$ cat config.mk
export PLATFORM = sky130hd
export DESIGN_NAME = nibble_serial_adder_ctrl
export DESIGN_NICKNAME = d
export VERILOG_FILES = /design/src/rtl/nibble_serial_adder_ctrl_pkg.sv /design/src/rtl/nibble_serial_adder_ctrl_carry_skip_adder.sv /design/src/rtl/nibble_serial_adder_ctrl.sv
export SDC_FILE = /design/constraint.sdc
export NUM_CORES = 1
export LEC_CHECK = 0
export ABC_AREA = 1
export CAP_MARGIN = 20
export CORE_ASPECT_RATIO = 1.25
export CORE_MARGIN = 8
export CORE_UTILIZATION = 35
export CTS_BUF_LIST = sky130_fd_sc_hd__clkbuf_8
export DETAILED_ROUTE_END_ITERATION = 8
export DONT_BUFFER_PORTS = 1
export PLACE_DENSITY_LB_ADDON = 0.08
export SYNTH_ARGS = -nofsm -noshare
export SYNTH_HDL_FRONTEND = slang
export SYNTH_HIERARCHICAL = 1
export SYNTH_SLANG_ARGS = --single-unit
$ cat constraint.sdc
create_clock -name clk -period 4.3 [get_ports clk]
set_input_delay 0.86 -clock clk [delete_from_list [all_inputs] [get_ports clk]]
set_output_delay 0.86 -clock clk [all_outputs]
set_load 0.01 [all_outputs]
$ cat src/rtl/nibble_serial_adder_ctrl_pkg.sv
// Shared definitions for the nibble-serial add/subtract sequencer:
// FSM encodings, nibble width and the operand-width legality check.
package nibble_serial_adder_ctrl_pkg;

    localparam int unsigned NIB = 4;

    typedef enum logic [1:0] {
        IDLE = 2'd0,
        RUN  = 2'd1,
        DONE = 2'd2
    } state_t;

    // Operand width must split into whole nibbles, and at least two of them.
    function automatic bit width_ok(input int unsigned w);
        return ((w % NIB) == 0) && (w >= 2 * NIB);
    endfunction

endpackage

$ cat src/rtl/nibble_serial_adder_ctrl_carry_skip_adder.sv
// 4-bit carry-skip adder; the carry bypasses the ripple chain when every
// bit position propagates.
module carry_skip_adder (
    input  logic [3:0] a,
    input  logic [3:0] b,
    input  logic       cin,
    output logic [3:0] sum,
    output logic       cout
);

    logic [3:0] p;
    logic [3:0] g;
    logic [4:0] c;

    always_comb begin
        p    = a ^ b;
        g    = a & b;
        c    = '0;
        c[0] = cin;
        for (int i = 0; i < 4; i++) begin
            c[i+1] = g[i] | (p[i] & c[i]);
        end
        sum  = p ^ c[3:0];
        cout = (&p) ? cin : c[4];
    end

endmodule

$ cat src/rtl/nibble_serial_adder_ctrl.sv
// WIDTH-bit add/subtract built by stepping one 4-bit carry-skip adder over the
// operand nibbles, least significant first, with the carry held in a register.
module nibble_serial_adder_ctrl #(
    parameter int unsigned WIDTH = 16
) (
    input  logic             clk,
    input  logic             rst,
    input  logic             start,
    input  logic             op,
    input  logic [WIDTH-1:0] a,
    input  logic [WIDTH-1:0] b,
    input  logic             cin,
    output logic             busy,
    output logic             done,
    output logic [WIDTH-1:0] sum,
    output logic             cout,
    output logic             overflow
);

    import nibble_serial_adder_ctrl_pkg::*;

    localparam int unsigned NIBBLES = WIDTH / NIB;
    localparam int unsigned IDXW    = (NIBBLES > 1) ? $clog2(NIBBLES) : 1;

    if (!width_ok(WIDTH)) begin : g_width_check
        $error("nibble_serial_adder_ctrl: WIDTH must be a multiple of 4 and at least 8");
    end

    state_t            state;
    state_t            state_d;
    logic              busy_d;
    logic              done_d;
    logic              accept;
    logic              last;

    logic [IDXW-1:0]   idx;
    logic [WIDTH-1:0]  a_r;
    logic [WIDTH-1:0]  b_r;
    logic              carry_r;
    logic [WIDTH-1:0]  acc;

    logic [NIB-1:0]    nib_a;
    logic [NIB-1:0]    nib_b;
    logic [NIB-1:0]    nib_sum;
    logic              nib_cout;
    logic [WIDTH-1:0]  acc_merged;
    logic              ovf_c;

    // Next state and registered status outputs.
    always_comb begin
        state_d = state;
        accept  = 1'b0;
        last    = 1'b0;
        case (state)
            IDLE: begin
                if (start) begin
                    state_d = RUN;
                    accept  = 1'b1;
                end
            end
            RUN: begin
                if (idx == IDXW'(NIBBLES - 1)) begin
                    state_d = DONE;
                    last    = 1'b1;
                end
            end
            DONE: begin
                if (start) begin
                    state_d = RUN;
                    accept  = 1'b1;
                end else begin
                    state_d = IDLE;
                end
            end
            default: state_d = IDLE;
        endcase
        busy_d = (state_d == RUN);
        done_d = (state_d == DONE);
    end

    always_ff @(posedge clk) begin
        if (rst) begin
            state <= IDLE;
            busy  <= 1'b0;
            done  <= 1'b0;
        end else begin
            state <= state_d;
            busy  <= busy_d;
            done  <= done_d;
        end
    end

    // Current nibble slice and the accumulator with this pass's nibble merged in.
    always_comb begin
        nib_a      = NIB'(a_r >> (NIB * idx));
        nib_b      = NIB'(b_r >> (NIB * idx));
        acc_merged = (acc & ~(WIDTH'({NIB{1'b1}}) << (NIB * idx)))
                   | (WIDTH'(nib_sum) << (NIB * idx));
        ovf_c      = (a_r[WIDTH-1] == b_r[WIDTH-1]) && (acc_merged[WIDTH-1] != a_r[WIDTH-1]);
    end

    carry_skip_adder u_csa (
        .a    (nib_a),
        .b    (nib_b),
        .cin  (carry_r),
        .sum  (nib_sum),
        .cout (nib_cout)
    );

    // Operand capture, per-nibble accumulation and result publication.
    always_ff @(posedge clk) begin
        if (rst) begin
            idx      <= '0;
            a_r      <= '0;
            b_r      <= '0;
            carry_r  <= 1'b0;
            acc      <= '0;
            sum      <= '0;
            cout     <= 1'b0;
            overflow <= 1'b0;
        end else if (accept) begin
            idx     <= '0;
            a_r     <= a;
            b_r     <= op ? ~b : b;
            carry_r <= op ? 1'b1 : cin;
        end else if (state == RUN) begin
            acc     <= acc_merged;
            carry_r <= nib_cout;
            idx     <= idx + IDXW'(1);
            if (last) begin
                sum      <= acc_merged;
                cout     <= nib_cout;
                overflow <= ovf_c;
            end
        end
    end

endmodule

==> out/results.tsv <==
metric	value	unit
worst hold endpoint	a_r[11]$_SDFFE_PP0P_	
FILL cells	1015	
critical path depth	16	
placed cell areas	3310	sq um
count of input and output buffers	0	
post-cts resize count	0	
number of max-cap violations	0	
Die ar.	13000	sq um
Primary FF master, synth	dfxtp_1	
r2r setup slk	940	ps
synthesized instance count	439	
Core Region	9460	sq um
Syn Nets	489	
Critical R2R Capture	overflow$_SDFFE_PP0P_	
Initial Util	0.353	
worst r2r src	idx[0]$_SDFFE_PP0P_	
worst slew pin tran	716	ps
CP max stage cell	dfxtp_1	
unrepaired setup endpoints after global routing	false	
dpl ws	950	ps
drt pass-1 iters	4	
clk slew on worst S/H paths	70	ps
Worst R2R Path Depth	16	
first-pass GRT wire length	13300	microns
Worst Setup Slack, final	936	ps
Worst Setup End Kind	flop	
clock power share	0.342	
beginning of the worst hold path	a_r[11]$_SDFFE_PP0P_	
Final Setup Violations	0	
Yosys cell types	26	
Seq/Total Area, Yosys	0.419	
Worst setup SP type	flop	
sw power	0.422	mW
Post-Syn Area	3340	sq um
utilization after layout	0.369	
Async SR Flop Fraction	0	
Final Skew	10.7	ps
DP Wirelength	5710	microns
Yosys warnings	6	
min cycle time layout	3360	ps
CTS tree	yes	
H-tree depth	3	
largest fanout on the critical path	16	
Post-DRT Antenna Nets	0	
Placer Congestion	0.764	
Slew Limit Headroom	0.522	
clock sink count	70	
most frequent cell after synthesis	nor2_1	
Avg Vias per Cell	4.79	
Die Y-Extent	125	microns
Worst Hold Class	flop to flop	
outcome	finished clean	
hold buffers post-CTS	0	
wire length per cell	14.7	microns
commonest cells in the netlist	nor2_1 (84), o21ai_0 (76), dfxtp_1 (70), inv_1 (43), a21oi_1 (34)	
Sequential Power Share	0.491	
I/O Pins	57	
gr usage total	0.133	
nets@finish	473	
final worst-path cycle share	0.782	
Power Density	417	nW/um^2
Max clock buf depth	2	
Cell Chain, Critical Path	buf_4, o21ai_0, o22ai_1, inv_1, fa_1, inv_1, fa_1, fa_1, inv_1, fa_1, inv_1, nand3_1, nand3_1, nand2_1, nor2_1, nor2_1	
Gate power share	0.167	
switching share of total power	0.289	
Post-Route WL	8170	microns
Crit path largest cell delay	650	ps
Final Max Slew Viols	0	
buffer count from post-CTS setup fixing	0	
Residual DRC	0	
EDFF count, synth	0	
Skew-Pair Late Insertion Delay	350	ps
Inserted Diodes	0	
Syn-to-layout area delta	4.53	%
global route total overflow	0	
clock root buffer	clkbuf_8	
internal power	1.04	mW
Final Hold Viols	0	
Yosys top cell by area	dfxtp_1	
CP top delay family	adder cells	
num rows	40	
vias in the first global route	2657	
Final Hold Slack	483	ps
share of cells above drive strength 1	0.0631	
Peak VDD IR	0.000145	V
CP Data Arrival Time	3610	ps
hold depth	2	
top cells by area, synth	dfxtp_1 (42%), o21ai_0 (11%), nor2_1 (9.4%), a21oi_1 (5.1%), inv_1 (4.8%)	
worst path bufs/invs	5	
initial antenna violation count	0	
post-route cell area	3490	sq um
Static Leak	1.50	nW
Fin Setup TNS	0	ps
cts bufs inserted	9	
Die Wd	103	microns
Yosys reg bits	70	
FMAX	0.297	GHz
Syn Area/Cell	7.62	sq um
Yosys top cell area share	0.419	
largest net degree at the start of global routing	55	
Worst Path Required	4540	ps
critical path type	flop to flop	
DR vias	2655	
1st-iter DRT viols	104	
==> worst max path at each step <==
stage / start / end / slack, ps
global route: idx[0]$_SDFFE_PP0P_ / overflow$_SDFFE_PP0P_ / 670
finish: idx[0]$_SDFFE_PP0P_ / overflow$_SDFFE_PP0P_ / 940
floorplan: idx[0]$_SDFFE_PP0P_ / overflow$_SDFFE_PP0P_ / 1340
global placement: idx[0]$_SDFFE_PP0P_ / overflow$_SDFFE_PP0P_ / 1090
CTS: idx[0]$_SDFFE_PP0P_ / overflow$_SDFFE_PP0P_ / 950
detailed placement: idx[0]$_SDFFE_PP0P_ / overflow$_SDFFE_PP0P_ / 950
==> placed cells by master, fill, tap and decap left out, types with 2 or more instances in the layout <==
master    count
inv_2         3
o21ai_0      76
nand3_1      17
buf_4         3
inv_1        46
clkbuf_8      9
o22ai_1       8
clkinv_2      3
o21ai_1      15
nand2_1      20
nor2_1       84
dfxtp_1      70
or2_2         2
a21oi_1      34
xnor2_1      16
ha_1          9
fa_1          4
==> logic make-up (layout without fill, tap and decap cells) <==
group	count (synthesis)	in the layout	synth area share
buf+inv	78	67	0.118
fa+ha+maj	13	13	0.0576
flops	70	70	0.419
simple gates	127	127	0.156
compound gates	135	135	0.207
xor+xnor	16	16	0.0419
==> worst reg2reg max path: cells and delay by family (launching register included) <==
kind | cells | cell delay (ps)
simple gates | 5 | 440
flops | 1 | 650
compound gates | 2 | 320
buf+inv | 5 | 660
fa+ha+maj | 4 | 1190
==> power groups by stage <==
stage	registers (mW)	logic (mW)	clock network, mW
2_1_floorplan	0.721	0.210	0
3_3_place_gp	0.732	0.242	0
3_5_place_dp	0.732	0.247	0
4_1_cts	0.717	0.248	0.527
5_1_grt	0.721	0.283	0.554
6_report	0.716	0.243	0.499
==> state kept, by name, indices dropped and copies added, names as in the netlist <==
signal,count
overflow,1
cout,1
b_r,16
done,1
a_r,16
carry_r,1
busy,1
sum,16
idx,2
state,2
acc,13
==> area by class of cell <==
type | instances | area, sq um | share of cell area
Inverter | 48 | 184 | 0.0526
Timing Repair Buffer | 3 | 22.5 | 0.00644
Tap cell | 126 | 158 | 0.0451
Clock buffer | 9 | 124 | 0.0354
Sequential cell | 70 | 1400 | 0.401
Clock inverter | 7 | 58.8 | 0.0168
Multi-Input combinational cell | 291 | 1550 | 0.443
==> metrics by stage <==
step | power (mW) | std cells
after global placement | 0.974 | 538
final | 1.46 | 554
after floorplan | 0.931 | 439
after CTS | 1.49 | 554
after global routing | 1.56 | 554
after detailed placement | 0.978 | 538
==> layer usage <==
layer  up-vias  wire length, microns  track usage
met3         8                   417       0.0516
li1       1386                     -            -
met1      1218                  3530        0.147
met5         -                     0            0
met2        43                  4120        0.216
met4         0                   103       0.0598
Note: power is estimated with default switching activity, not from simulation.
